File: config.mk
export PLATFORM = sky130hd
export DESIGN_NAME = debounce_edge
export DESIGN_NICKNAME = d
export VERILOG_FILES = /design/src/rtl/debounce_edge.sv
export SDC_FILE = /design/constraint.sdc
export NUM_CORES = 1
export LEC_CHECK = 0
export ABC_CLOCK_PERIOD_IN_PS = 2500
export CORE_ASPECT_RATIO = 1.25
export CORE_MARGIN = 8
export CORE_UTILIZATION = 35
export CTS_CLUSTER_SIZE = 16
export DETAILED_ROUTE_END_ITERATION = 7
export GPL_TIMING_DRIVEN = 0
export PLACE_DENSITY = 0.67
export SYNTH_ARGS = -nofsm -noshare
export SYNTH_HDL_FRONTEND = slang
export SYNTH_SLANG_ARGS = --single-unit
export TNS_END_PERCENT = 30
File: constraint.sdc
create_clock -name clk -period 2.5 [get_ports clk]
set_input_delay 0.5 -clock clk [delete_from_list [all_inputs] [get_ports clk]]
set_output_delay 0.5 -clock clk [all_outputs]
set_load 0.05 [all_outputs]
File: src/rtl/debounce_edge.sv
// Debounces a synchronized level and reports accepted edges.
// Also keeps a saturating count of accepted rising edges.
module debounce_edge #(
    parameter int unsigned DEB_CYCLES = 4,
    parameter int unsigned CNT_W      = 16,
    parameter int unsigned EVT_W      = 16,
    parameter bit          RST_LEVEL  = 1'b1
) (
    input  logic             clk,
    input  logic             rst,
    input  logic             sync_in,
    input  logic             en,
    input  logic             clr,
    output logic             deb_out,
    output logic             rise,
    output logic             fall,
    output logic [EVT_W-1:0] evt_cnt,
    output logic             evt_ovf
);

    typedef enum logic [1:0] {
        IDLE_LO,
        CHK_HI,
        IDLE_HI,
        CHK_LO
    } state_t;

    localparam logic [CNT_W-1:0] LAST   = CNT_W'(DEB_CYCLES - 1);
    localparam logic [CNT_W-1:0] ONE    = CNT_W'(1);
    localparam bit               DIRECT = (DEB_CYCLES == 1);
    localparam state_t           RST_ST = RST_LEVEL ? IDLE_HI : IDLE_LO;

    state_t           state;
    logic [CNT_W-1:0] cnt;
    logic             acc_rise;
    logic             acc_fall;

    // The sample that completes the run of equal levels is accepted now.
    always_comb begin
        acc_rise = en && sync_in &&
                   ((state == IDLE_LO && DIRECT) ||
                    (state == CHK_HI && cnt == LAST));
        acc_fall = en && !sync_in &&
                   ((state == IDLE_HI && DIRECT) ||
                    (state == CHK_LO && cnt == LAST));
    end

    always_ff @(posedge clk) begin
        if (rst) begin
            state   <= RST_ST;
            deb_out <= RST_LEVEL;
            cnt     <= '0;
            rise    <= 1'b0;
            fall    <= 1'b0;
        end else begin
            rise <= acc_rise;
            fall <= acc_fall;
            if (!en) begin
                state <= deb_out ? IDLE_HI : IDLE_LO;
                cnt   <= '0;
            end else if (acc_rise) begin
                state   <= IDLE_HI;
                deb_out <= 1'b1;
                cnt     <= '0;
            end else if (acc_fall) begin
                state   <= IDLE_LO;
                deb_out <= 1'b0;
                cnt     <= '0;
            end else begin
                unique case (state)
                    IDLE_LO: begin
                        if (sync_in) begin
                            state <= CHK_HI;
                            cnt   <= ONE;
                        end
                    end
                    IDLE_HI: begin
                        if (!sync_in) begin
                            state <= CHK_LO;
                            cnt   <= ONE;
                        end
                    end
                    CHK_HI: begin
                        if (!sync_in) begin
                            state <= IDLE_LO;
                            cnt   <= '0;
                        end else if (cnt < LAST) begin
                            cnt <= cnt + ONE;
                        end
                    end
                    CHK_LO: begin
                        if (sync_in) begin
                            state <= IDLE_HI;
                            cnt   <= '0;
                        end else if (cnt < LAST) begin
                            cnt <= cnt + ONE;
                        end
                    end
                endcase
            end
        end
    end

    // A clear that coincides with a rise still counts that rise.
    always_ff @(posedge clk) begin
        if (rst) begin
            evt_cnt <= '0;
            evt_ovf <= 1'b0;
        end else if (clr) begin
            evt_cnt <= acc_rise ? EVT_W'(1) : '0;
            evt_ovf <= 1'b0;
        end else if (acc_rise) begin
            if (&evt_cnt) begin
                evt_ovf <= 1'b1;
            end else begin
                evt_cnt <= evt_cnt + EVT_W'(1);
            end
        end
    end

endmodule

# After elaboration in Yosys (flattened, before gate mapping)
# Cells that the tools add are included.
[totals] elab_cells=61 ff_bits=38 inputBits=5 output_inout_bits=20
[op_classes] bitwise_logic=1 magnitude_cmp=1 n_mux=21 eq_ne=11 addsub=2 n_reduce_logical=18
[op_table] cell="2-to-1 mux 16 bit" count=8
[op_table] cell="one-hot mux 16 bit (4 select lines)" count=1
[op_table] cell="adder 16 x 1 -> 16 bit, second input constant" count=2
[op_table] cell="!= test 5 bit, second input constant" count=4
[op_table] cell="AND reduction 17 bit" count=1
[op_table] cell="== test 16 x 2 -> 1 bit, second input constant" count=1
[op_table] cell="< comparator 16 x 2 -> 1 bit, second input constant" count=1
[op_table] cell="2-to-1 mux 2 bit" count=8
[op_table] cell="AND reduction 16 bit" count=1
[op_table] cell="one-hot mux 2 bit (4 select lines)" count=1
[op_table] cell="logical AND 1 bit" count=6
[op_table] cell="!= test 2 bit, second input constant" count=3
[op_table] cell="AND reduction 2 bit" count=3
[op_table] cell="== test 2 bit, second input constant" count=2
[op_table] cell="AND reduction 4 bit" count=1
[op_table] cell="nonzero test 2 bit" count=2
[op_table] cell="OR reduction 4 bit" count=1
[op_table] cell="2-to-1 mux 1 bit" count=3
[op_table] cell="== test 2 x 1 -> 1 bit, second input constant" count=1
[op_table] cell="zero test 2 bit" count=1
[op_table] cell="OR reduction 2 bit" count=1
[op_table] cell="zero test 1 bit" count=1
[op_table] cell="NOT 1 bit" count=1

# Logic depth before layout (Yosys ltp)
# Gate-level depths: netlist of run 1.
[depth] ltp_word=6 ltp_mapped=8 depth_no_buf=6

# Worst setup path after synthesis of run 1
# Ideal clock, no wire load.
[synth_path] path_kind="flip-flop to flip-flop" start="register evt_cnt[0]" end="register evt_cnt[11]" setup_slack_ns=0.168 t_arrival_ns=2.217 stages_incl_launch_ff=9 n_path_buf=2 path_cell_list="dfxtp_1 ha_1 nand4_1 nor4_2 or4_4 buf_6 buf_2 nor3_1 o21a_1"
[synth_via] elab_chain_cells=4 elab_cells_between_ends=7
[synth_lines] element="from (decl)" line_no="17" source="output logic [EVT_W-1:0] evt_cnt,"
[synth_lines] element="from (signal assigned)" line_no="110" source="evt_cnt <= acc_rise ? EVT_W'(1) : '0;"
[synth_lines] element="from (signal assigned)" line_no="116" source="evt_cnt <= evt_cnt + EVT_W'(1);"
[synth_lines] element="adder 16 x 1 -> 16 bit" line_no="116"
[synth_lines] element="2-to-1 mux 16 bit" line_no="113" source="if (&evt_cnt) begin"
[synth_lines] element="2-to-1 mux 16 bit" line_no="112" source="end else if (acc_rise) begin"
[synth_lines] element="2-to-1 mux 16 bit" line_no="109" source="end else if (clr) begin"
# Parallel ways exist; a longest one is shown, timed or not. The select of a mux whose other input is x is not followed.
# A chain may end at the register's enable or synchronous reset.

# Final worst setup path of run 1
[layout_path] start="input en" end="register evt_cnt[7]"
[layout_via] elab_chain_cells=4
[layout_lines] element="from (decl)" line_no="12" source="input logic en,"
[layout_lines] element="logical AND 1 bit (2 in series)" line_no="40" source="acc_rise = en && sync_in &&"
[layout_lines] element="nonzero test 2 bit (no source line)"
[layout_lines] element="AND reduction 2 bit (no source line)"
# No other way between the ends.

==> impl_metrics.csv, run 1 <==
group,metric,value,unit
timing,setup_viol,0,
worst_setup_path,required,2.66,ns
power_and_ir_drop,intPower,848,uW
timing,fin_setup_tns,0,ns
power_and_ir_drop,combPwrFrac,4.3,%
timing,min_period_over_period,91.3,%
die,rows,27,
worst_setup_path,cp.arrival,2.44,ns
synthesis,synth_edf_count,0,
clock_tree,cts_setup_buffers,0,
die,core_area,0.00446,sq mm
timing,fmax,438,MHz
clock_tree,clkLatencyLatePin,0.29,ns
hold_path,hp-class,"reg2reg",
die,die_area,0.00711,sq mm
synthesis,synth_nets,189,
power_and_ir_drop,total_power,1090,uW
clock_tree,cts_buffer_depth,2,
grt,grt_use_total,11.1,%
synthesis,avgSynthCellArea,8.96,sq um
routing,drc,0,
grt,grt_pass1_vias,1485,
run_status,status,"complete, no violations",
die,initial_core_util,36.6,%
clock_tree,cts_tree,"yes",
placement,place_hpwl,2760,um
synthesis,ys_warn_count,0,
timing,tightest_slew,0.512,ns
timing,post-route-min-period,2.28,ns
synthesis,netlist_area,0.00163,sq mm
power_and_ir_drop,p_sw_share,22.1,%
timing,maxSlewHeadroom,65.9,%
synthesis,async_reset_ff_share,0,%
grt,grt_pass1_wl,6580,um
placement,place_ws,-0.0964,ns
power_and_ir_drop,ir_worst_vdd,0.000377,V
routing,avgViaCountPerCell,5.55,
finish,drive_gt1_share,7.98,%
finish,antenna_cells,0,
grt,antenna_found_initial,0,
clock_tree,cts.clk_slew.worst_paths,0.07,ns
worst_setup_path,critical_path_class,"in2reg",
clock_tree,clock-sinks,38,
placement,portBuffers,23,
routing,wl,3850,um
routing,drt_iter0_markers,90,
synthesis,yosysSeqAreaShare,46.7,%
die,die_w,77.0,um
worst_setup_path,cp-end-kind,"flop",
power_and_ir_drop,seqPwrFrac,56.2,%
timing,slew_violations,0,
power_and_ir_drop,p_switching,241,uW
synthesis,synth_seq_cells,38,
clock_tree,postCtsHoldBufs,0,
timing,timing.final.hold_violations,0,
run,cap_violations,0,
synthesis,synthCells,182,
finish,nNetsFinal,219,
timing,rsz0062_at_grt,"false",
finish,final_util,45.8,%
clock_tree,cts-htree-levels,2,
placement,gp_congestion,0.805,
worst_setup_path,critical_path.startpoint_type,"primary input",
grt,grt.overflow.total,0,
routing,antenna_left,0,
power_and_ir_drop,power_density,534,mW/mm^2
synthesis,ys.flop_type,"dfxtp_1",
routing,avgRoutedWirePerCell,14.2,um
die,ios,25,
clock_tree,cts_resized,0,
timing,skew,0.00722,ns
routing,vias,1504,
clock_tree,cts-root-buf,"clkbuf_8",
routing,dr.pass1.iters,4,
worst_setup_path,cp_max_fo,10,
power_and_ir_drop,leakage,0.000719,uW
finish,syn_to_final_growth,25.2,%
clock_tree,cts_buffers,5,
timing,setup_ws,0.217,ns
die,die_h,92.3,um
power_and_ir_drop,pwr-share-clk,39.4,%
grt,grt_max_degree,12,
synthesis,synth_cell_types,37,
cell usage after synthesis (all sizes together), types with 3 or more instances:
library cell | n | area share [%]
dfxtp | 38 | 47
and3 | 17 | 6.5
a21oi | 15 | 4.6
nor2 | 12 | 2.8
nand4 | 10 | 3.8
o21ai | 10 | 3.1
nand3 | 9 | 2.8
or3 | 8 | 3.1
clkbuf | 7 | 1.6
nand2 | 6 | 1.4
or4 | 5 | 2.5
nor4 | 4 | 2.7
o31ai | 4 | 1.8
inv | 3 | 0.69
nand3b | 3 | 1.4
nor3 | 3 | 0.92
o21a | 3 | 1.4
or2 | 3 | 1.2
layer usage:
| metal | global-route usage (%) | share of wire (%) |
|---|---|---|
| met2 | 18.2 | 47 |
| met1 | 11.7 | 43 |
| met3 | 4.35 | 7.7 |
| met5 | 0 | 0 |
| met4 | 6.94 | 3.1 |
power by group through the flow:
stage / combinational, uW / clock [uW] / sequential [uW]
floorplan: 29.6 / 0 / 626
global placement: 45.4 / 0 / 626
detailed placement: 46.3 / 0 / 626
CTS: 46.5 / 450 / 612
global route: 54.3 / 469 / 613
finish: 46.9 / 429 / 612
per-stage QoR:
stage	cell area [sq um]	std cells	hold WS, ns
finish	2040	271	0.480
global route	2040	271	0.501
CTS	2020	271	0.486
detailed placement	1930	263	0.470
global placement	1930	263	0.464
floorplan	1630	182	0.453
cells by family (layout without fill, tap and decap cells):
| kind of cell | Yosys count | in the layout | share of synthesized area (%) |
|---|---|---|---|
| compound gates | 40 | 40 | 14.4 |
| flops | 38 | 38 | 46.7 |
| fa+ha+maj | 2 | 2 | 1.53 |
| mux | 1 | 1 | 0.614 |
| xor+xnor | 2 | 2 | 1.07 |
| buf+inv | 12 | 43 | 3.30 |
| simple gates | 87 | 87 | 32.5 |
cell type report:
class / count / area (sq um)
Fill cell: 453 / 2420
Multi-Input combinational cell: 132 / 832
Tap cell: 58 / 72.6
Clock inverter: 1 / 5.00
Timing Repair Buffer: 23 / 230
Inverter: 3 / 11.3
Clock buffer: 7 / 86.3
Buffer: 9 / 42.5
Sequential cell: 38 / 761
state kept, by name (all words and copies together), names as in the netlist:
| register | cells |
|---|---|
| evt_cnt | 16 |
| fall | 1 |
| evt_ovf | 1 |
| deb_out | 1 |
| cnt | 16 |
| state | 2 |
| rise | 1 |
path summary, 6_finish.rpt:
check / end / startpoint / cells after the start / slack (ns)
max reg2reg: evt_cnt[5] / evt_cnt[0] / 8 / 0.27
max: evt_cnt[7] / en / 7 / 0.22
min reg2reg: evt_ovf / evt_ovf / 2 / 0.48
min: evt_ovf / evt_ovf / 2 / 0.48
layout by cell type, fill, tap and decap left out, types with 3 or more instances in the layout:
master and n:
nand4_1 10, nand3b_1 3, nand3_1 9, o21a_1 3, inv_1 3, nor2_1 12, or4_1 4, clkdlybuf4s50_1 23
or2_2 3, and3_1 17, or3_1 8, clkbuf_1 8, clkbuf_8 6, o31ai_1 4, a21oi_1 15, dfxtp_1 38
nand2_1 6, o21ai_0 10, nor3_1 3
critical path, cell delays in order:
cell,delay (ns)
clkdlybuf4s50_1,0.52
nand3_1,0.20
or4_4,0.57
buf_6,0.16
buf_2,0.17
o31ai_1,0.23
a21oi_1,0.09
No activity file was read; power rests on OpenSTA's default activity.
==> run 2: changes to the inputs <==
--- a/config.mk
+++ b/config.mk
@@ -13,6 +13,7 @@
 export DETAILED_ROUTE_END_ITERATION = 7
 export GPL_TIMING_DRIVEN = 0
 export PLACE_DENSITY = 0.67
+export SLEW_MARGIN = 30
 export SYNTH_ARGS = -nofsm -noshare
 export SYNTH_HDL_FRONTEND = slang
 export SYNTH_SLANG_ARGS = --single-unit
==> results of run 2 <==
Final layout, timing and power as in run 1 (identical DEF).
==> run 3: changes to the inputs <==
--- a/config.mk
+++ b/config.mk
@@ -11,7 +11,7 @@
 export CORE_UTILIZATION = 35
 export CTS_CLUSTER_SIZE = 16
 export DETAILED_ROUTE_END_ITERATION = 7
-export GPL_TIMING_DRIVEN = 0
+export GPL_TIMING_DRIVEN = 1
 export PLACE_DENSITY = 0.67
 export SLEW_MARGIN = 30
 export SYNTH_ARGS = -nofsm -noshare
==> impl_metrics.csv, run 3 (same netlist as run 1, synthesis figures left out) <==
group,metric,value,unit
timing,slew_violations,0,
die,initial_core_util,36.6,%
power_and_ir_drop,p_sw_share,20.0,%
finish,antenna_cells,0,
routing,wl,3700,um
timing,skew,0.0119,ns
power_and_ir_drop,p_switching,257,uW
timing,rsz0062_at_grt,"false",
grt,grt_use_total,10.5,%
run,cap_violations,0,
routing,antenna_left,0,
finish,syn_to_final_growth,28.2,%
worst_setup_path,critical_path.startpoint_type,"flop",
die,die_w,77.0,um
power_and_ir_drop,seqPwrFrac,47.6,%
timing,fmax,458,MHz
worst_setup_path,cp.arrival,2.41,ns
finish,final_util,46.9,%
timing,setup_viol,0,
die,ios,25,
clock_tree,cts_setup_buffers,0,
clock_tree,cts_buffer_depth,2,
placement,portBuffers,24,
clock_tree,cts_buffers,5,
grt,antenna_found_initial,0,
clock_tree,clock-sinks,38,
die,die_area,0.00711,sq mm
worst_setup_path,path_delay_family,"simple AND/OR/NAND/NOR gates",
worst_setup_path,rrSetupSlack,0.32,ns
die,rows,27,
worst_setup_path,cpPeakStageDelay,0.69,ns
clock_tree,cts-root-buf,"clkbuf_8",
clock_tree,cts.clk_slew.worst_paths,0.08,ns
finish,drive_gt1_share,10.4,%
finish,layout_commonest_cell,"dfxtp_1",
worst_setup_path,critical_path_class,"reg2reg",
finish,final_cell_mix,"dfxtp_1, clkdlybuf4s50_1, and3_1, a21oi_1, nor2_1",
hold_path,hp-class,"reg2reg",
clock_tree,cts_resized,0,
power_and_ir_drop,ir_worst_vdd,0.000454,V
power_and_ir_drop,intPower,1030,uW
power_and_ir_drop,leakage,0.000743,uW
timing,tightest_slew,0.712,ns
run_status,status,"complete, no violations",
worst_setup_path,crit_buf_inv,0,
placement,gp_congestion,0.801,
clock_tree,postCtsHoldBufs,0,
worst_setup_path,cp_max_fo,23,
timing,post-route-min-period,2.18,ns
placement,place_hpwl,2670,um
routing,drc,0,
timing,timing.final.hold_violations,0,
worst_setup_path,slowest_stage,"or4_4",
clock_tree,cts_tree,"yes",
worst_setup_path,required,2.72,ns
power_and_ir_drop,pwr-share-clk,48.6,%
finish,reg.largest.list,"cnt x16, evt_cnt x16, state x2",
timing,maxSlewHeadroom,51.2,%
grt,grt_max_degree,24,
timing,fin_setup_tns,0,ns
routing,vias,1464,
worst_setup_path,crit_chain,"nor4_2 > nand4_1 > or4_4 > or4_1 > a21oi_1",
power_and_ir_drop,power_density,615,mW/mm^2
routing,dr.pass1.iters,4,
clock_tree,clkLatencyLatePin,0.29,ns
finish,nNetsFinal,218,
grt,grt_pass1_vias,1383,
grt,grt.overflow.total,0,
die,die_h,92.3,um
routing,avgViaCountPerCell,5.42,
timing,min_period_over_period,87.4,%
routing,avgRoutedWirePerCell,13.7,um
grt,grt_pass1_wl,6270,um
routing,drt_iter0_markers,97,
worst_setup_path,cp-end-kind,"flop",
clock_tree,cts-htree-levels,2,
power_and_ir_drop,combPwrFrac,3.8,%
die,core_area,0.00446,sq mm
-- run 3: path summary, 6_finish.rpt --
| kind | depth (start not counted) | endpoint | from |
|---|---|---|---|
| worst min-delay path | 1 | cnt[2] | cnt[2] |
| worst max register to register | 5 | evt_cnt[9] | cnt[3] |
| worst max-delay path | 5 | evt_cnt[9] | cnt[3] |
| worst min register to register | 1 | cnt[2] | cnt[2] |
-- run 3: layout make-up --
cell class | count | area (sq um)
repair buffers | 31 | 293
fillers | 435 | 2370
inverters | 3 | 11.3
clock buffers | 5 | 68.8
multi-input cells | 132 | 816
well taps | 58 | 72.6
flip-flops and latches | 38 | 761
clock inverters | 3 | 68.8
-- run 3: power groups by stage --
stage | logic (uW) | registers, uW | clock network [uW]
after CTS | 48.5 | 612 | 637
final | 48.5 | 612 | 625
after detailed placement | 48.3 | 626 | 0
after floorplan | 29.6 | 626 | 0
after global routing | 55.1 | 613 | 661
after global placement | 48.9 | 626 | 0
-- run 3: stage by stage --
stage / std cells / hold WS (ns) / setup WS (ns) / instance area [sq um] / power, uW
floorplan: 182 / 0.453 / 0.168 / 1630 / 655
global placement: 262 / 0.462 / 0.0738 / 1950 / 675
detailed placement: 262 / 0.472 / 0.0401 / 1950 / 675
CTS: 270 / 0.487 / 0.308 / 2090 / 1300
global route: 270 / 0.502 / 0.192 / 2090 / 1330
finish: 270 / 0.485 / 0.315 / 2090 / 1290
-- run 3: routing by layer --
metal  global-route usage (%)  share of wire [%]  routed length (um)  vias up
met2                     16.4                 45                1660       52
li1                         -                  -                   -      737
met3                     4.16                7.8                 288        7
met1                     13.0                 46                1700      668
met4                     3.00                1.5                  57        0
met5                        0                  0                   0        -
-- run 3: worst register-to-register path, delay by kind of cell, from the launching register on --
kind	cells	cell delay (ns)
AND/OR/NAND/NOR	4	1.65
flip-flops	1	0.32
AO/OA/AOI/OAI	1	0.16
